### config.mk
export PLATFORM = sky130hd
export DESIGN_NAME = sample_ram_write_ctrl
export DESIGN_NICKNAME = d
export VERILOG_FILES = /design/src/rtl/sample_ram_write_ctrl_pkg.sv /design/src/rtl/sample_ram_write_ctrl_occupancy.sv /design/src/rtl/sample_ram_write_ctrl.sv
export SDC_FILE = /design/constraint.sdc
export NUM_CORES = 1
export LEC_CHECK = 0
export CAP_MARGIN = 20
export CORE_MARGIN = 2
export CORE_UTILIZATION = 45
export CTS_CLUSTER_DIAMETER = 60
export DETAILED_ROUTE_END_ITERATION = 12
export GPL_ROUTABILITY_DRIVEN = 0
export PLACE_DENSITY = 0.73
export REMOVE_ABC_BUFFERS = 1
export SLEW_MARGIN = 15
export SYNTH_ARGS = -nofsm -noshare
export SYNTH_HDL_FRONTEND = slang
export SYNTH_HIERARCHICAL = 1
export SYNTH_SLANG_ARGS = --single-unit
export TNS_END_PERCENT = 1
### constraint.sdc
create_clock -name i_clk -period 8.2 [get_ports i_clk]
set_input_delay 0.82 -clock i_clk [delete_from_list [all_inputs] [get_ports i_clk]]
set_output_delay 0.82 -clock i_clk [all_outputs]
set_load 0.03 [all_outputs]
### src/rtl/sample_ram_write_ctrl_pkg.sv
// Shared types and constants for the sample RAM write-side controller.
package sample_ram_write_ctrl_pkg;

  localparam int ADDR_W = 16;
  localparam int BLK_W  = 4;
  localparam int CNT_W  = BLK_W + 1;

  typedef logic [63:0] sample_t;

  typedef enum logic [2:0] {
    IDLE,
    PRETRIG,
    ARMED,
    POST,
    DONE
  } state_t;

endpackage

### src/rtl/sample_ram_write_ctrl_occupancy.sv
// Tracks how many RAM blocks hold completed captures awaiting readout.
module sample_block_occupancy
  import sample_ram_write_ctrl_pkg::*;
#(
  parameter int NUM_BLOCKS = 8
) (
  input  logic i_clk,
  input  logic i_rst,
  input  logic i_done,
  input  logic i_release,
  output logic o_full
);

  logic [CNT_W-1:0] r_count;
  logic [CNT_W-1:0] w_countNext;
  logic             w_releaseOk;
  logic             r_full;

  // A release against an empty pool is meaningless, so it never underflows.
  assign w_releaseOk = i_release && (r_count != '0);

  always_comb begin
    w_countNext = r_count;
    if (i_done && !w_releaseOk) begin
      w_countNext = r_count + 1'b1;
    end else if (!i_done && w_releaseOk) begin
      w_countNext = r_count - 1'b1;
    end
  end

  always_ff @(posedge i_clk or posedge i_rst) begin
    if (i_rst) begin
      r_count <= '0;
      r_full  <= 1'b0;
    end else begin
      r_count <= w_countNext;
      r_full  <= (w_countNext == CNT_W'(NUM_BLOCKS));
    end
  end

  assign o_full = r_full;

endmodule

### src/rtl/sample_ram_write_ctrl.sv
// Pre/post-trigger capture into rotating RAM blocks; define
// SAMPLE_WRITE_TEST_PATTERN_EN to write a counting pattern instead of samples.
module sample_ram_write_ctrl
  import sample_ram_write_ctrl_pkg::*;
#(
  parameter int NUM_BLOCKS      = 8,
  parameter int WORDS_PER_BLOCK = 1024
) (
  input  logic        i_clk,
  input  logic        i_rst,
  input  logic        Enable,
  input  logic [63:0] Sample_Data,
  input  logic        Sample_Valid,
  input  logic        Trigger,
  input  logic [15:0] Pre_Trigger_Len,
  input  logic [15:0] Post_Trigger_Len,
  input  logic        Block_Release,
  output logic [15:0] A_ADDR,
  output logic [3:0]  A_Block_Address_vector,
  output logic [63:0] A_DIN,
  output logic        A_WEN,
  output logic        Block_Done,
  output logic [3:0]  Done_Block_Addr,
  output logic [15:0] Trigger_Addr,
  output logic        Full,
  output logic        Busy
);

  localparam logic [ADDR_W-1:0] LAST_ADDR = ADDR_W'(WORDS_PER_BLOCK - 1);
  localparam logic [BLK_W-1:0]  LAST_BLK  = BLK_W'(NUM_BLOCKS - 1);

  state_t            r_state;
  logic [ADDR_W-1:0] r_pre;
  logic [ADDR_W-1:0] r_post;
  logic [ADDR_W-1:0] r_preCnt;
  logic [ADDR_W-1:0] r_postCnt;
  logic [ADDR_W-1:0] r_addr;
  logic [ADDR_W-1:0] r_trigLatch;
  logic [BLK_W-1:0]  r_blkPtr;
  logic [ADDR_W-1:0] r_aAddr;
  logic [BLK_W-1:0]  r_aBlk;
  sample_t           r_din;
  logic              r_wen;
  logic              r_blockDone;
  logic [BLK_W-1:0]  r_doneBlk;
  logic [ADDR_W-1:0] r_trigAddr;
  logic              r_busy;

  logic              w_full;
  logic [ADDR_W-1:0] w_preClamp;
  logic [ADDR_W-1:0] w_postMax;
  logic [ADDR_W-1:0] w_postClamp;
  logic [ADDR_W-1:0] w_addrInc;
  logic [ADDR_W-1:0] w_preCntInc;
  logic [ADDR_W-1:0] w_postCntInc;
  logic              w_active;
  logic              w_write;
  logic              w_start;

  // Pre and post together must fit in one block alongside the trigger word.
  assign w_preClamp   = (Pre_Trigger_Len > LAST_ADDR) ? LAST_ADDR : Pre_Trigger_Len;
  assign w_postMax    = LAST_ADDR - w_preClamp;
  assign w_postClamp  = (Post_Trigger_Len > w_postMax) ? w_postMax : Post_Trigger_Len;
  assign w_addrInc    = (r_addr == LAST_ADDR) ? '0 : r_addr + 1'b1;
  assign w_preCntInc  = r_preCnt + 1'b1;
  assign w_postCntInc = r_postCnt + 1'b1;
  assign w_active     = (r_state == PRETRIG) || (r_state == ARMED) || (r_state == POST);
  assign w_write      = w_active && Enable && Sample_Valid;
  // Occupancy lags Block_Done by a cycle, so hold off a new capture until it settles.
  assign w_start      = (r_state == IDLE) && Enable && !w_full && !r_blockDone;

`ifdef SAMPLE_WRITE_TEST_PATTERN_EN
  logic [ADDR_W-1:0] r_patCnt;

  always_ff @(posedge i_clk or posedge i_rst) begin
    if (i_rst) begin
      r_wen    <= 1'b0;
      r_aAddr  <= '0;
      r_aBlk   <= '0;
      r_din    <= '0;
      r_patCnt <= '0;
    end else begin
      r_wen <= w_write;
      if (w_write) begin
        r_aAddr  <= r_addr;
        r_aBlk   <= r_blkPtr;
        r_din    <= {{(64-ADDR_W){1'b0}}, r_patCnt};
        r_patCnt <= r_patCnt + 1'b1;
      end
    end
  end
`else
  always_ff @(posedge i_clk or posedge i_rst) begin
    if (i_rst) begin
      r_wen   <= 1'b0;
      r_aAddr <= '0;
      r_aBlk  <= '0;
      r_din   <= '0;
    end else begin
      r_wen <= w_write;
      if (w_write) begin
        r_aAddr <= r_addr;
        r_aBlk  <= r_blkPtr;
        r_din   <= Sample_Data;
      end
    end
  end
`endif

  always_ff @(posedge i_clk or posedge i_rst) begin
    if (i_rst) begin
      r_state     <= IDLE;
      r_pre       <= '0;
      r_post      <= '0;
      r_preCnt    <= '0;
      r_postCnt   <= '0;
      r_addr      <= '0;
      r_trigLatch <= '0;
      r_blkPtr    <= '0;
      r_blockDone <= 1'b0;
      r_doneBlk   <= '0;
      r_trigAddr  <= '0;
      r_busy      <= 1'b0;
    end else begin
      r_blockDone <= 1'b0;
      if (w_write) begin
        r_addr <= w_addrInc;
      end
      case (r_state)
        IDLE: begin
          if (w_start) begin
            r_pre    <= w_preClamp;
            r_post   <= w_postClamp;
            r_addr   <= '0;
            r_preCnt <= '0;
            r_busy   <= 1'b1;
            r_state  <= (w_preClamp == '0) ? ARMED : PRETRIG;
          end
        end
        PRETRIG: begin
          if (!Enable) begin
            r_state <= IDLE;
            r_busy  <= 1'b0;
          end else if (Sample_Valid) begin
            r_preCnt <= w_preCntInc;
            if (w_preCntInc == r_pre) begin
              r_state <= ARMED;
            end
          end
        end
        ARMED: begin
          if (!Enable) begin
            r_state <= IDLE;
            r_busy  <= 1'b0;
          end else if (Sample_Valid && Trigger) begin
            r_trigLatch <= r_addr;
            r_postCnt   <= '0;
            r_state     <= (r_post == '0) ? DONE : POST;
          end
        end
        POST: begin
          if (!Enable) begin
            r_state <= IDLE;
            r_busy  <= 1'b0;
          end else if (Sample_Valid) begin
            r_postCnt <= w_postCntInc;
            if (w_postCntInc == r_post) begin
              r_state <= DONE;
            end
          end
        end
        DONE: begin
          r_blockDone <= 1'b1;
          r_doneBlk   <= r_blkPtr;
          r_trigAddr  <= r_trigLatch;
          r_blkPtr    <= (r_blkPtr == LAST_BLK) ? '0 : r_blkPtr + 1'b1;
          r_state     <= IDLE;
          r_busy      <= 1'b0;
        end
        default: begin
          r_state <= IDLE;
          r_busy  <= 1'b0;
        end
      endcase
    end
  end

  sample_block_occupancy #(
    .NUM_BLOCKS(NUM_BLOCKS)
  ) u_occupancy (
    .i_clk    (i_clk),
    .i_rst    (i_rst),
    .i_done   (r_blockDone),
    .i_release(Block_Release),
    .o_full   (w_full)
  );

  assign A_ADDR                 = r_aAddr;
  assign A_Block_Address_vector = r_aBlk;
  assign A_DIN                  = r_din;
  assign A_WEN                  = r_wen;
  assign Block_Done             = r_blockDone;
  assign Done_Block_Addr        = r_doneBlk;
  assign Trigger_Addr           = r_trigAddr;
  assign Full                   = w_full;
  assign Busy                   = r_busy;

endmodule

==> reports/metrics.cfg, run 1 <==
[status]
status = finished, final reports clean

[final_layout]
area_growth_pct = 30.3
multi_input_area_um2 = 4760
fillers = 1877
drive_gt1_frac = 0.164
seq_area_um2 = 5410
fin_nets = 1266
stdcell_area_um2 = 13600
n_antenna_cell = 0
final_util = 0.600

[min_path]
min_path_type = register to register
hold_depth = 1

[logic_synthesis]
synth_edf_count = 0
post_synth.cell_area_avg_um2 = 11.1
ys_seq_area_frac = 0.517
ys_warn_count = 6
synth_cell_types = 67
yosys_register_bits = 216
syn_inst = 942
async_reset_ff_frac = 1.00
synthFlopType = dfrtp_1
syn_area_um2 = 10500

[clock_network]
clk_latency_ns = 0.53
clk_pin_slew_ns = 0.06
post_cts_resized = 0
numClockSinks = 216
cts_buffers = 25
cts_root_buf = clkbuf_16
post-cts-setup-buffers = 0
cts_tree = built
h-tree-depth = 1
cts_hold_buf = 0
clk_path_buf_depth = 3

[sta]
fin_crit_ns = 4.01
slew_viol_final = 0
setup_violations = 0
tightestPinTransition_ns = 1.04
final-hold-violation-count = 0
timing.hold.ws_ns = 0.500
slew_headroom = 0.305
max_freq_mhz = 250
skew_ns = 0.0115
totalNegativeSetupSlack_ns = 0
finalCritPeriodShare = 0.489
rsz0062_at_grt = no

[power_and_ir_drop]
vdd_drop_max_v = 0.000311
p_int_uw = 2770
clockPowerShare = 0.266
power_density_nw_per_um2 = 317
power_frac_seq = 0.367
power_uw = 4320
leakage_uw = 0.00591
comb_power_share = 0.367
netSwitchingPower_uw = 1550
sw_frac_of_total = 0.360

[setup_path]
worstPathCellList = clkdlybuf4s50_1 > nor4_1 > nand2_1 > nor2_1 > inv_1 > ha_1 > nor2b_1 > o21a_1 > o21a_1 > o21ai_0 > a21oi_1 > o31ai_4 > mux2i_1 > o21ai_0
startpoint_type = primary input
rr_worst_depth = 9
end_kind = register
path_class = primary input to register
required_ns = 8.59
path_max_fanout = 16
slowest_delay_ns = 0.81
arrival_ns = 4.40
slowest_stage = o31ai_4

[detailed_routing]
vias = 7820
vias_per_cell = 5.42
wl_per_cell_um = 17.4
drtAntennaViolNets = 0
dr.first_iter.drc_count = 422
wl_mm = 25.1
dr.pass1.iters = 5
drc_errors = 0

[placed_design]
portBuffers = 209
place_area_um2 = 12800
hpwl_mm = 17.5

[global_route]
grt_usage = 0.209
antenna_found_initial = 0
grt_max_degree = 136
grt_pass1_wl_mm = 41.5
grt_pass1_vias = 8054
grt-ovfl-total = 0

[floorplanning]
initial_core_util = 0.460
fp-row-count = 55
fp.dieH_um = 156
core_area_um2 = 22700
die_w_um = 156
ioPinCount = 210
die-area_um2 = 24500

[job]
drv_cap = 0

-- path summary, 6_finish.rpt --
check | slack (ns) | start | end
worst min-delay path | 0.50 | r_trigLatch[9] | r_trigLatch[9]
worst max-delay path | 4.19 | Pre_Trigger_Len[13] | r_post[9]
worst max register to register | 5.00 | r_postCnt[0] | r_state[0]
worst min register to register | 0.50 | r_trigLatch[9] | r_trigLatch[9]
max in group asynchronous | 5.66 | i_rst | r_postCnt[8]
min in group asynchronous | 0.66 | i_rst | u_occupancy/r_count[2]
-- critical path: cells and delay by family --
family / cells / cell delay, ns
adders and majority gates: 1 / 0.30
and+or+nand+nor: 4 / 1.00
buffers and inverters: 2 / 0.48
AOI/OAI and AO/OA: 6 / 1.54
muxes: 1 / 0.26
-- power by group through the flow --
stage	Sequential, uW	Combinational (uW)	Clock, uW
floorplan	1900	648	0
global placement	1590	1580	0
detailed placement	1600	1590	0
CTS	1580	1600	1180
global route	1620	1720	1220
finish	1580	1590	1150
-- through the flow --
step	setup slack [ns]	std cells
floorplan	1.64	898
global placement	3.83	1399
detailed placement	3.70	1399
CTS	4.24	1443
global route	3.93	1443
finish	4.19	1443
-- metal layers --
| metal | part of all wire | up-vias | track usage |
|---|---|---|---|
| li1 | - | 3734 | - |
| met2 | 0.46 | 231 | 0.340 |
| met1 | 0.43 | 3820 | 0.269 |
| met4 | 0.016 | 0 | 0.0411 |
| met3 | 0.093 | 35 | 0.0778 |
| met5 | 0 | - | 0 |
-- synth_stat cells (all sizes together) (2+ instances only) --
master	number	area, um^2
a22o	3	26.3
nor4	16	125
a211oi	2	15.0
nor2	60	225
nand4b	2	17.5
o31ai	12	104
clkbuf	31	118
a21oi	17	85.1
and3	8	50.1
a32oi	2	17.5
nor3b	2	20.0
mux2i	19	190
o41ai	3	45.1
o22ai	4	31.3
a2111oi	2	17.5
xnor2	41	359
xor2	23	201
and4	3	26.3
nand4	20	140
dfrtp	216	5410
or3	2	17.5
nor3	17	90.1
a31oi	7	43.8
inv	27	101
ha	23	288
nand3	28	140
nand4bb	2	22.5
o21a	6	45.0
a21o	4	30.0
and2	4	25.0
buf	17	96.3
nor2b	12	75.1
a21boi	2	15.0
o21ai	82	410
mux2	122	1380
nand2	85	322
-- area by class of cell --
cell class / instances / share of cell area
sequential: 216 / 0.397
timing repair buffer: 216 / 0.157
multi-input combinational: 655 / 0.349
inverter: 27 / 0.00799
clock buffer: 28 / 0.0475
clock inverter: 16 / 0.0150
tap: 285 / 0.0262
-- sequential cells by signal (all words and copies together) (netlist names), 3 cells and up --
| signal | cells |
|---|---|
| A_DIN | 64 |
| A_ADDR | 16 |
| Trigger_Addr | 16 |
| r_addr | 16 |
| r_postCnt | 16 |
| r_post | 16 |
| r_preCnt | 16 |
| r_pre | 16 |
| r_trigLatch | 16 |
| u_occupancy/r_count | 5 |
| A_Block_Address_vector | 4 |
| Done_Block_Addr | 4 |
| r_blkPtr | 4 |
| r_state | 3 |
-- kinds of logic (layout without fill, tap and decap cells) --
group / Yosys count / count (layout) / synth area share
and+or+nand+nor: 268 / 268 / 0.130
DFF: 216 / 216 / 0.517
AOI/OAI and AO/OA: 153 / 153 / 0.0908
muxes: 141 / 141 / 0.150
buffers and inverters: 75 / 287 / 0.0302
xor gates and xnor gates: 64 / 64 / 0.0536
adders and majority gates: 24 / 24 / 0.0285
other: 1 / 5 / 0.000359
-- cells in the final DEF, fill, tap and decap left out, drive strengths merged, types with 4 or more instances in the layout --
cell,count
bufinv,4
a21oi,17
and2,4
inv,29
o21a,6
mux2,122
xor2,23
and3,8
nand2,85
nand4,20
nand3,28
a21o,4
ha,23
mux2i,19
clkinv,8
nor2b,12
clkdlybuf4s50,209
o21ai,82
a31oi,7
dfrtp,216
buf,7
xnor2,41
nor2,60
nor4,16
o22ai,4
nor3,17
conb,5
clkbuf,28
o31ai,12
Power figures use the tool's default switching activity.
==> run 2, diff against run 1 <==
clock period = 3.8 ns   (was 8.2 ns; I/O delays follow)
==> reports/metrics.cfg, run 2 (synthesized netlist as in run 1, its figures left out) <==
[status]
status = finished, final reports clean

[setup_path]
slowest_delay_ns = 0.50  ; -0.31 ns
path_max_fanout = 7  ; -9
startpoint_type = register
slowest_stage = nor4_2
end_kind = register
required_ns = 4.21  ; -4.38 ns
worstPathCellList = ha_1 > nand3_1 > nor4_2 > xnor2_1 > o221ai_1 > o41ai_1 > a41o_1 > o22ai_2 > mux2_4
arrival_ns = 3.52  ; -0.88 ns
path_class = register to register

[sta]
setup_violations = 0  ; unchanged
slew_headroom = 0.299  ; -0.00583
fin_crit_ns = 3.11
finalCritPeriodShare = 0.818
max_freq_mhz = 322
final-hold-violation-count = 0  ; unchanged
slew_viol_final = 0  ; unchanged
rsz0062_at_grt = no
totalNegativeSetupSlack_ns = 0  ; unchanged
skew_ns = 0.00819  ; -0.00335 ns
tightestPinTransition_ns = 1.05  ; +0.00872 ns

[final_layout]
stdcell_area_um2 = 13700  ; +0.46%
fillers = 1848  ; -1.5%
drive_gt1_frac = 0.167  ; +0.00331
final_cell_mix = 216 x dfrtp_1, 209 x clkdlybuf4s50_1, 121 x mux2_2
n_antenna_cell = 0  ; unchanged
fin_nets = 1274  ; +0.63%
largest_reg_flops = 64  ; unchanged
layout_commonest_cell = dfrtp_1
area_growth_pct = 30.9

[clock_network]
post-cts-setup-buffers = 0  ; unchanged
cts_tree = built
clk_path_buf_depth = 3  ; unchanged
h-tree-depth = 1  ; unchanged
clk_latency_ns = 0.53  ; about the same
numClockSinks = 216  ; unchanged
clk_pin_slew_ns = 0.06  ; about the same
cts_root_buf = clkbuf_16
post_cts_resized = 0  ; unchanged
cts_hold_buf = 0  ; unchanged
cts_buffers = 25  ; unchanged

[floorplanning]
core_area_um2 = 22700  ; unchanged
ioPinCount = 210  ; unchanged
fp.dieH_um = 156  ; unchanged
die-area_um2 = 24500  ; unchanged
initial_core_util = 0.460  ; unchanged
die_w_um = 156  ; unchanged
fp-row-count = 55  ; unchanged

[global_route]
grt_pass1_wl_mm = 42.2  ; +1.7%
antenna_found_initial = 0  ; unchanged
grt_max_degree = 103  ; -24%
grt_usage = 0.214  ; +0.00524
grt_pass1_vias = 8072  ; +0.22%
grt-ovfl-total = 0  ; unchanged

[placed_design]
place_area_um2 = 12900  ; +0.67%
hpwl_mm = 18.0  ; +3.0%
portBuffers = 209  ; unchanged

[detailed_routing]
drc_errors = 0  ; unchanged
dr.first_iter.drc_count = 524  ; +24%
wl_per_cell_um = 17.8  ; +2.2%
wl_mm = 25.7  ; +2.7%
vias = 7901  ; +1.0%
dr.pass1.iters = 5  ; unchanged
drtAntennaViolNets = 0  ; unchanged
vias_per_cell = 5.45  ; +0.55%

[power_and_ir_drop]
power_density_nw_per_um2 = 679  ; +110%
netSwitchingPower_uw = 3370  ; +120%
power_uw = 9300  ; +120%
comb_power_share = 0.373  ; +0.006
clockPowerShare = 0.260  ; -0.006
leakage_uw = 0.00594  ; +0.53%
power_frac_seq = 0.368  ; about the same
vdd_drop_max_v = 0.000528  ; +70%
p_int_uw = 5930  ; +110%
sw_frac_of_total = 0.363  ; +0.00283

[job]
drv_cap = 0  ; unchanged

[min_path]
min_path_type = primary input to asynchronous set/reset pin

run 2: path summary, 6_finish.rpt:
path                                       from  depth (start not counted)  slack [ns]                     end
worst min-delay path                      i_rst                          2        0.22  u_occupancy/r_count[2]
worst max register to register     r_postCnt[0]                          9        0.69              r_state[0]
worst max-delay path               r_postCnt[0]                          9        0.69              r_state[0]
max in group asynchronous                 i_rst                          3        2.52             r_preCnt[1]
min in group i_clk               Sample_Data[8]                          2        0.45                A_DIN[8]
worst min register to register  Trigger_Addr[6]                          1        0.50         Trigger_Addr[6]
run 2: layout make-up:
class                   count  area (um^2)  share of cell area
flip-flops and latches    216         5410               0.395
multi-input cells         655         4760               0.348
repair buffers            224         2230               0.163
clock buffers              34          709              0.0518
well taps                 285          357              0.0261
clock inverters             9          119             0.00868
inverters                  27          109             0.00795
run 2: critical path, delay by kind of cell, from the launching register on:
| kind | cells | cell delay (ns) |
|---|---|---|
| and+or+nand+nor | 2 | 0.80 |
| AOI/OAI and AO/OA | 4 | 0.96 |
| xor gates and xnor gates | 1 | 0.18 |
| DFF | 1 | 0.44 |
| muxes | 1 | 0.31 |
| adders and majority gates | 1 | 0.31 |
run 2: layer usage:
layer | global-route usage | wire length, um | part of all wire | up-vias
li1 | - | - | - | 3748
met1 | 0.278 | 11000 | 0.43 | 3864
met2 | 0.346 | 11900 | 0.46 | 249
met3 | 0.0728 | 2330 | 0.090 | 40
met4 | 0.0511 | 512 | 0.020 | 0
met5 | 0 | 0 | 0 | -
run 2: through the flow:
step / worst slack, ns / cells / util / hold WS (ns)
floorplan: -2.32 / 898 / - / 0.171
global placement: 0.325 / 1407 / 0.566 / 0.486
detailed placement: 0.246 / 1407 / 0.566 / 0.492
CTS: 0.748 / 1450 / 0.603 / 0.207
global route: 0.405 / 1450 / 0.603 / 0.229
finish: 0.693 / 1450 / 0.603 / 0.215
run 2: power by group through the flow:
stage | Combinational, uW | Clock, uW | Sequential, uW
3_3_place_gp | 3420 | 0 | 3410
3_5_place_dp | 3470 | 0 | 3440
5_1_grt | 3720 | 2570 | 3510
4_1_cts | 3490 | 2470 | 3420
6_report | 3460 | 2410 | 3420
2_1_floorplan | 1400 | 0 | 4090
